## src/rtl/mining_pkg.sv

```systemverilog
// Shared definitions for the mining loop.
//   - Geometry of header, block, nonce and hash words.
//   - Controller FSM state encoding (3-bit).
//   - hash_meets_target(): the pass rule. The system checker reuses it.
package mining_pkg;

    localparam int BYTE      = 8;
    localparam int HDR_BYTES = 12;
    localparam int BLK_BYTES = 16;
    localparam int NONCE_W   = 32;
    localparam int HASH_W    = 24;
    localparam int HDR_W     = BYTE * HDR_BYTES;
    localparam int BLK_W     = BYTE * BLK_BYTES;

    typedef enum logic [2:0] {
        ST_IDLE      = 3'd0,
        ST_LOAD      = 3'd1,
        ST_WAIT_HASH = 3'd2,
        ST_CHECK     = 3'd3,
        ST_FOUND     = 3'd4,
        ST_EXHAUSTED = 3'd5
    } state_e;

    // Byte 0 ([23:16]) and byte 1 ([15:8]) must both be strictly below the
    // target (unsigned). Byte 2 plays no part. A target of 0 can never pass.
    function automatic logic hash_meets_target(input logic [HASH_W-1:0] hash,
                                               input logic [BYTE-1:0]   target);
        return (hash[HASH_W-1 -: BYTE] < target) &&
               (hash[HASH_W-BYTE-1 -: BYTE] < target);
    endfunction

endpackage

```

## src/rtl/nonce_controller_if.sv

```systemverilog
// Handshake bus between the nonce controller and the hash core.
//   block_out  : 16-byte block {header, nonce}; the nonce is in bits [31:0]
//   hash_start : one-cycle pulse; block_out is valid during it
//   hash_done  : one-cycle pulse from the hash core; hash_value is valid
//   hash_value : 24-bit hash result
// The master modport is the controller side. The slave modport is the
// hash-core side.
interface nonce_controller_if;
    import mining_pkg::*;

    logic [BLK_W-1:0]  block_out;
    logic              hash_start;
    logic              hash_done;
    logic [HASH_W-1:0] hash_value;

    modport master (output block_out, hash_start,
                    input  hash_done, hash_value);

    modport slave  (input  block_out, hash_start,
                    output hash_done, hash_value);
endinterface

```

## src/rtl/nonce_controller_target_compare.sv

```systemverilog
// target_compare: combinational pass/fail of a hash against the target.
//   hash_i   : 24-bit hash result
//   target_i : 8-bit difficulty threshold
//   pass_o   : 1 when both leading hash bytes are strictly below target_i
module target_compare
    import mining_pkg::*;
(
    input  logic [HASH_W-1:0] hash_i,
    input  logic [BYTE-1:0]   target_i,
    output logic              pass_o
);

    assign pass_o = hash_meets_target(hash_i, target_i);

endmodule

```

## src/rtl/nonce_controller.sv

```systemverilog
// nonce_controller: mining-loop controller in front of the hash core.
// It latches the header and target once per run. It then sweeps nonces from
// 0 and, for each one, hands the 16-byte block {header, nonce} to the hash
// core. The sweep stops at the first passing hash (finished, nonce_out) or
// after NONCE_MAX fails (exhausted). Both end states are held until reset.
//   clk        : system clock, rising edge
//   reset      : asynchronous, active-low
//   data_in    : 12-byte header, sampled once per run
//   target     : 8-bit threshold, sampled together with data_in
//   hc         : hash-core bus (block_out, hash_start, hash_done, hash_value)
//   finished   : a passing nonce was found
//   exhausted  : every nonce up to NONCE_MAX failed
//   nonce_out  : winning nonce, valid while finished=1
module nonce_controller
    import mining_pkg::*;
#(
    parameter logic [NONCE_W-1:0] NONCE_MAX = 32'hFFFF_FFFF
) (
    input  logic                clk,
    input  logic                reset,
    input  logic [HDR_W-1:0]    data_in,
    input  logic [BYTE-1:0]     target,
    nonce_controller_if.master  hc,
    output logic                finished,
    output logic                exhausted,
    output logic [NONCE_W-1:0]  nonce_out
);

    state_e             state_q,     state_d;
    logic [NONCE_W-1:0] nonce_q,     nonce_d;
    logic [HDR_W-1:0]   header_q,    header_d;
    logic [BYTE-1:0]    target_q,    target_d;
    logic [BLK_W-1:0]   block_q,     block_d;
    logic [HASH_W-1:0]  hash_q,      hash_d;
    logic               finished_q,  finished_d;
    logic               exhausted_q, exhausted_d;
    logic [NONCE_W-1:0] nonce_out_q, nonce_out_d;
    logic               hash_start;
    logic               hash_pass;

    target_compare u_target_compare (
        .hash_i   (hash_q),
        .target_i (target_q),
        .pass_o   (hash_pass)
    );

    always_ff @(posedge clk or negedge reset) begin
        if (!reset) begin
            state_q     <= ST_IDLE;
            nonce_q     <= '0;
            header_q    <= '0;
            target_q    <= '0;
            block_q     <= '0;
            hash_q      <= '0;
            finished_q  <= 1'b0;
            exhausted_q <= 1'b0;
            nonce_out_q <= '0;
        end else begin
            state_q     <= state_d;
            nonce_q     <= nonce_d;
            header_q    <= header_d;
            target_q    <= target_d;
            block_q     <= block_d;
            hash_q      <= hash_d;
            finished_q  <= finished_d;
            exhausted_q <= exhausted_d;
            nonce_out_q <= nonce_out_d;
        end
    end

    // The block is registered on the edge that enters LOAD. That makes it
    // valid for the whole hash_start cycle, and it stays stable through
    // WAIT_HASH.
    always_comb begin
        state_d     = state_q;
        nonce_d     = nonce_q;
        header_d    = header_q;
        target_d    = target_q;
        block_d     = block_q;
        hash_d      = hash_q;
        finished_d  = finished_q;
        exhausted_d = exhausted_q;
        nonce_out_d = nonce_out_q;
        hash_start  = 1'b0;

        case (state_q)
            ST_IDLE: begin
                header_d = data_in;
                target_d = target;
                nonce_d  = '0;
                block_d  = {data_in, {NONCE_W{1'b0}}};
                state_d  = ST_LOAD;
            end

            ST_LOAD: begin
                hash_start = 1'b1;
                state_d    = ST_WAIT_HASH;
            end

            ST_WAIT_HASH: begin
                if (hc.hash_done) begin
                    hash_d  = hc.hash_value;
                    state_d = ST_CHECK;
                end
            end

            ST_CHECK: begin
                if (hash_pass) begin
                    nonce_out_d = nonce_q;
                    finished_d  = 1'b1;
                    state_d     = ST_FOUND;
                end else if (nonce_q == NONCE_MAX) begin
                    // Stop here rather than wrapping back to nonce 0.
                    exhausted_d = 1'b1;
                    state_d     = ST_EXHAUSTED;
                end else begin
                    nonce_d = nonce_q + 1'b1;
                    block_d = {header_q, nonce_q + 1'b1};
                    state_d = ST_LOAD;
                end
            end

            ST_FOUND,
            ST_EXHAUSTED: begin
                state_d = state_q;
            end

            default: begin
                state_d = ST_IDLE;
            end
        endcase
    end

    assign hc.block_out  = block_q;
    assign hc.hash_start = hash_start;
    assign finished      = finished_q;
    assign exhausted     = exhausted_q;
    assign nonce_out     = nonce_out_q;

endmodule

```

## src/flat_wrapper.sv

```systemverilog
// flat-port wrapper written by rule: the top's interface ports become plain ports
module nonce_controller_flat import mining_pkg::*;
#(
    parameter logic [NONCE_W-1:0] NONCE_MAX = 32'hFFFF_FFFF
)
  (clk, reset, data_in, target, finished, exhausted, nonce_out, hc_block_out, hc_hash_start, hc_hash_done, hc_hash_value);
  nonce_controller_if hc_i ();
  input  logic clk;
  input  logic reset;
  input  logic [HDR_W-1:0] data_in;
  input  logic [BYTE-1:0] target;
  output logic finished;
  output logic exhausted;
  output logic [NONCE_W-1:0] nonce_out;
  output wire logic [$bits(hc_i.block_out)-1:0] hc_block_out;
  output wire logic [$bits(hc_i.hash_start)-1:0] hc_hash_start;
  input wire logic [$bits(hc_i.hash_done)-1:0] hc_hash_done;
  input wire logic [$bits(hc_i.hash_value)-1:0] hc_hash_value;
  assign hc_block_out = hc_i.block_out;
  assign hc_hash_start = hc_i.hash_start;
  assign hc_i.hash_done = hc_hash_done;
  assign hc_i.hash_value = hc_hash_value;
  nonce_controller #(.NONCE_MAX(NONCE_MAX)) u_core (.clk(clk), .reset(reset), .data_in(data_in), .target(target), .hc(hc_i), .finished(finished), .exhausted(exhausted), .nonce_out(nonce_out));
endmodule
```

## config.mk

```make
export PLATFORM = sky130hd
export DESIGN_NAME = nonce_controller_flat
export DESIGN_NICKNAME = d
export VERILOG_FILES = /design/src/rtl/mining_pkg.sv /design/src/rtl/nonce_controller_if.sv /design/src/rtl/nonce_controller_target_compare.sv /design/src/rtl/nonce_controller.sv /design/src/flat_wrapper.sv
export SDC_FILE = /design/constraint.sdc
export NUM_CORES = 1
export LEC_CHECK = 0
export BUFFER_PORTS_ARGS = -buffer_cell sky130_fd_sc_hd__buf_2
export CORE_ASPECT_RATIO = 1.75
export CORE_UTILIZATION = 49
export DETAILED_ROUTE_END_ITERATION = 10
export PLACE_DENSITY = 0.89
export SLEW_MARGIN = 20
export SYNTH_ARGS = -nofsm -noshare
export SYNTH_HDL_FRONTEND = slang
export SYNTH_SLANG_ARGS = --single-unit
```

## constraint.sdc

```tcl
create_clock -name clk -period 2.35 [get_ports clk]
set_clock_uncertainty 0.15 [all_clocks]
set_input_delay 0.47 -clock clk [delete_from_list [all_inputs] [get_ports clk]]
set_output_delay 0.47 -clock clk [all_outputs]
set_load 0.005 [all_outputs]
```

Word-level counts from Yosys, hierarchy flattened

Index checks and enable logic that the tools add are counted.

Register bits after elaboration: 325
Input port bits: 131
Output and inout bits: 163
Logic and storage cells: 43

$add $sub $neg: 1
Magnitude comparators: 2
Equality and inequality tests: 9
Multiplexer cells: 11
Bitwise logic cells: 2
Reduce and logical (&&, ||, !) cells: 9

Operator list:

| kind                                           | number |
|---|---|
| two-way mux 128 bit                            | 2 |
| case mux 128 bit (2 select lines)              | 1 |
| two-way mux 32 bit                             | 2 |
| case mux 32 bit (2 select lines)               | 1 |
| adder 32 x 1 -> 32 bit (second input constant) | 1 |
| == test 32 bit (second input constant)         | 1 |
| < comparator 8 bit                             | 2 |
| case mux 3 bit (5 select lines)                | 1 |
| two-way mux 3 bit                              | 3 |
| == test 3 x 2 -> 1 bit (second input constant) | 2 |
| == test 3 bit (second input constant)          | 2 |
| != test 2 bit (second input constant)          | 3 |
| AND reduction 2 bit                            | 3 |
| AND reduction 3 bit                            | 2 |
| == test 3 x 1 -> 1 bit (second input constant) | 1 |
| zero test 3 bit                                | 1 |
| NOT 1 bit                                      | 2 |
| nonzero test 2 bit                             | 1 |
| OR reduction 2 bit                             | 1 |
| logical AND 1 bit                              | 1 |
| two-way mux 1 bit                              | 1 |

Longest topological paths before layout

Depth in word-level cells: 4
Depth in mapped cells: 11

Cells and area by module

A second synthesis with hierarchy kept.

Cells, all modules: 1,362
Area total of the unflattened synthesis: 13,265.2 µm²

By module, submodules not included:

| module           | instances | cells an instance | area an instance (µm²) |
|---|---|---|---|
| nonce_controller | 1         | 1,322             | 12,933.7 |
| target_compare   | 1         | 40                | 331.6 |

Least setup slack after synthesis

No wires, ideal clock.

Kind: register to register
Start point: reg u_core.hash_q[22]
End point: reg u_core.nonce_out_q[3] (netlist: u_core.nonce_out[3])
Setup time: 127 ps
Data arrival time: 2,227 ps
Data required time: 2,073 ps
Slack: -154 ps
Stages on the path, launching flop included: 10
Buffers on the path: 1
Cells stage by stage: dfrtp_1 -> ha_1 -> a21oi_1 -> nand2_1 -> a22o_1 -> nor4_1 -> and2_1 -> nand2_2 -> buf_6 -> mux2_1

Cells in the longest elaborated chain, start to end: 3

RTL lines:

| what                                 | RTL line               | source |
|---|---|---|
| start, declared                      | nonce_controller.sv:34 | `logic [HASH_W-1:0] hash_q, hash_d;` |
| start signal, assigned               | nonce_controller.sv:64 | `hash_q <= hash_d;` |
| < comparator 8 bit                   | mining_pkg.sv:28       | `return (hash[HASH_W-1 -: BYTE] < target) &&` |
| logical AND 1 bit                    | mining_pkg.sv:28       |  |
| AND reduction 2 bit (no source line) | -                      |  |
| end signal, assigned                 | nonce_controller.sv:67 | `nonce_out_q <= nonce_out_d;` |
| end, declared                        | nonce_controller.sv:37 | `logic [NONCE_W-1:0] nonce_out_q, nonce_out_d;` |

No other way between the ends.
A chain may end at the register's enable or synchronous reset.

Worst setup path after layout

Start point: reg u_core.target_q[6]
End point: reg u_core.block_q[65] (netlist: u_core.hc.block_out[65])

Cells in the longest elaborated chain, start to end: 4

RTL lines:

| what                                         | RTL line                           | source |
|---|---|---|
| start, declared                              | nonce_controller.sv:32             | `logic [BYTE-1:0] target_q, target_d;` |
| start signal, assigned                       | nonce_controller.sv:62             | `target_q <= target_d;` |
| < comparator 8 bit, on equally long branches | mining_pkg.sv:28, mining_pkg.sv:29 |  |
| logical AND 1 bit *                          | mining_pkg.sv:28                   |  |
| != test 2 bit (no source line) *             | -                                  |  |
| AND reduction 3 bit (no source line) *       | -                                  |  |
| end signal, assigned                         | nonce_controller.sv:63             | `block_q <= block_d;` |
| end, declared                                | nonce_controller.sv:33             | `logic [BLK_W-1:0] block_q, block_d;` |

Mark *: on every way between the ends. The rest lies on a longest branch, timed or not.

==> metrics.txt <==
RR Startpoint=u_core.target_q[6]; fin util=0.710; TritonCTS clock tree=done; Netlist cell types=56; Num CTS Buffers=26; top cell type's share of synthesized area=0.567; DPL Wire Length=22.6 mm; total congestion overflow=0; Clock Sinks=285; Total GRT Usage=0.309; clock buffer depth=3; CP Capture Type=flop; Core Area=25,200 sq um; vias in the first global route=12,100; Critical Path End=u_core.hc.block_out[65]; Setup crit start=u_core.target_q[6]; Worst Setup Path Type=flop to flop; CP peak stage delay=0.38 ns; die area=26,400 sq um; fillers=1,565; Clock Latency Late Sink=0.55 ns; RSZ-0062 raised after global routing=yes; #FFs+latches synth=285; reg2reg end=u_core.hc.block_out[65]; Peak VDD IR=955 uV; ys async rst share=1.00; final instance count without filler cells=1,993; P_int=15,500 uW; max-slew violation count=0; Synth area leader=dfrtp_1; largest net degree at the start of global routing=113; Placed Cells=1,824; hold path cells=2; EDFF count, synth=0; Net Sw Frac=0.412; failing checks=design-rule violations, negative setup slack; Hold Path Class=primary input to flop; Mean Syn Cell Area=10.2 sq um; port bufs=285; Clk network pwr share=0.184; Die W=123 um; worst r2r path cells=12; Net Count, Synth=1,377; cell count after synthesis=1,231; warnings from Yosys=0; sequential power share=0.311; critical path data arrival time=3.04 ns; Die Y=214 um; fin crit period=2.74 ns; post-synthesis cell area=12,600 sq um; register area share after synthesis=0.567; Final #Nets=1,800; slew margin rel.=0.523; initial cell density of the core=0.499; worst-path cell chain=inv_2, ha_4, a21oi_4, nand2_1, a22o_1, nor4_4, buf_4, a211o_4, clkbuf_16, buf_16, nand3_2, o21ai_2; Synth Flop Type=dfrtp_1; logic gate share of total power=0.505; CP max-delay cell=dfrtp_1; sequential cell area=7130 sq um; H-tree levels=1; Final Setup Violations=161; Top Ports=294; GPL Wtd Cong=0.885; Max Fanout on Critical Path=9; post-route ant nets=0; initial antenna violation count=3; sw power=10,800 uW; status=finished, violations left; Max Cap Viol=0; CP Data Required Time=2.65 ns; Max Fclk=365 MHz; Static Leak=0.00946 uW; share of cells above drive strength 1=0.357; power density of the placed cells=1470 nW/um^2; DR vias/cell=6.02; most numerous cell in the Yosys netlist=nand2_1; top cells by count, synth=327 x nand2_1, 285 x dfrtp_1, 118 x nand3_1; Pre-antenna DRT Iters=9; CP Launch Type=flop; Iteration-0 DRC Markers=1,537; Post-Route WL=44.6 mm; total number of vias=12,000; final hold violations=0; first-pass GRT wire length=63.1 mm; multi-input logic area=5690 sq um; Rows=77; DR WL/cell=22.4 um; Least-Margin Pin Slew=0.716 ns; R2R setup slack=-0.39 ns; DR DRC count=1; period utilization=1.17; synth top area cells=dfrtp_1 57%, nand2_1 9.8%, mux2i_1 7.7%, nand3_1 4.7%, mux2_2 3.8%; Reg clk slew, reported paths=0.08 ns; Final WS setup=-0.391 ns; Area Growth Syn to Fin=42.3%; root buf cell=clkbuf_16
-- flip-flops by register name, summed over array words and instances (netlist names) --
register / count
u_core.hc.block_out: 97
u_core.header_q: 96
u_core.nonce_out: 32
u_core.nonce_q: 31
u_core.hash_q: 16
u_core.target_q: 8
u_core.state_q: 3
u_core.exhausted: 1
u_core.finished: 1
-- power by group through the flow --
stage | registers, uW | logic [uW] | clock network [uW]
finish | 8190 | 13300 | 4840
detailed placement | 7970 | 9270 | 0
global placement | 7840 | 8860 | 0
global route | 8320 | 14200 | 5030
CTS | 7920 | 10700 | 4830
floorplan | 7840 | 5940 | 0
-- layer usage --
| layer | track usage | vias to the layer above | wire length [um] |
|---|---|---|---|
| li1 | - | 5081 | - |
| met1 | 0.347 | 5854 | 15300 |
| met2 | 0.518 | 791 | 22600 |
| met3 | 0.0543 | 271 | 3290 |
| met4 | 0.221 | 0 | 3510 |
| met5 | 0 | - | 0 |
-- cell type report --
| cell class | count | area share |
|---|---|---|
| well taps | 316 | 0.0221 |
| clock buffers | 33 | 0.0407 |
| clock inverters | 15 | 0.0133 |
| diodes | 3 | 0.000419 |
| inverters | 10 | 0.00210 |
| multi-input cells | 855 | 0.318 |
| flip-flops and latches | 285 | 0.398 |
| repair buffers | 476 | 0.206 |
-- kinds of logic (layout without fill, tap and decap cells) --
kind of cell,count (synthesis),after routing,synth area share
buffers and inverters,93,534,0.0392
muxes,145,145,0.120
xor gates and xnor gates,2,2,0.00139
other,0,3,0
adders and majority gates,15,15,0.0149
AOI/OAI and AO/OA,183,183,0.0813
and+or+nand+nor,508,510,0.177
DFF,285,285,0.567
-- worst min-delay path by stage --
stage | start | endpoint | slack [ns]
detailed placement | reset | u_core.nonce_out[30] | 0.27
global placement | reset | u_core.nonce_out[30] | 0.27
global route | hc_hash_value[9] | u_core.hash_q[9] | 0.007
CTS | data_in[86] | u_core.header_q[86] | 0.0003
floorplan | reset | u_core.exhausted | 0.02
finish | hc_hash_value[16] | u_core.hash_q[16] | 0.01
-- stage by stage --
step                      cell area, sq um  worst slack (ns)  power (uW)  setup TNS [ns]  hold WS (ns)
final                                17900            -0.391       26300          -44.04       0.00959
after global placement               14800            -0.215       16700           -9.72         0.270
after CTS                            17000            -0.256       23500          -28.02      0.000323
after global routing                 17900            -0.479       27500          -53.50       0.00669
after detailed placement             14800            -0.264       17200          -21.09         0.271
after floorplan                      12600           -0.0456       13800          -0.312        0.0244
-- worst max-delay path: cells and delay by family (launching register included) --
family	cells	cell delay [ns]
AOI/OAI and AO/OA	4	0.70
adders and majority gates	1	0.23
buffers and inverters	4	0.65
DFF	1	0.38
and+or+nand+nor	3	0.51
-- timing repair --
action | 4_1_cts | 5_1_grt
hold buffers | 86 | 0
setup endpoints to repair | 160 | 163
pin swaps | 11 | 38
setup buffers | 10 | 6
gates resized for setup | 33 | 182
gates cloned | 7 | 11
hold endpoints to repair | 130 | 0
-- placed cells by master, fill, tap and decap left out, types with 43 or more instances in the layout --
| cell | n |
|---|---|
| nand3_2 | 50 |
| o21ai_1 | 61 |
| dlygate4sd3_1 | 86 |
| buf_4 | 58 |
| nand3_1 | 66 |
| mux2i_1 | 97 |
| nand2_1 | 327 |
| mux2_2 | 43 |
| dfrtp_1 | 285 |
| buf_2 | 284 |
Note: power is estimated with default switching activity, not from simulation.
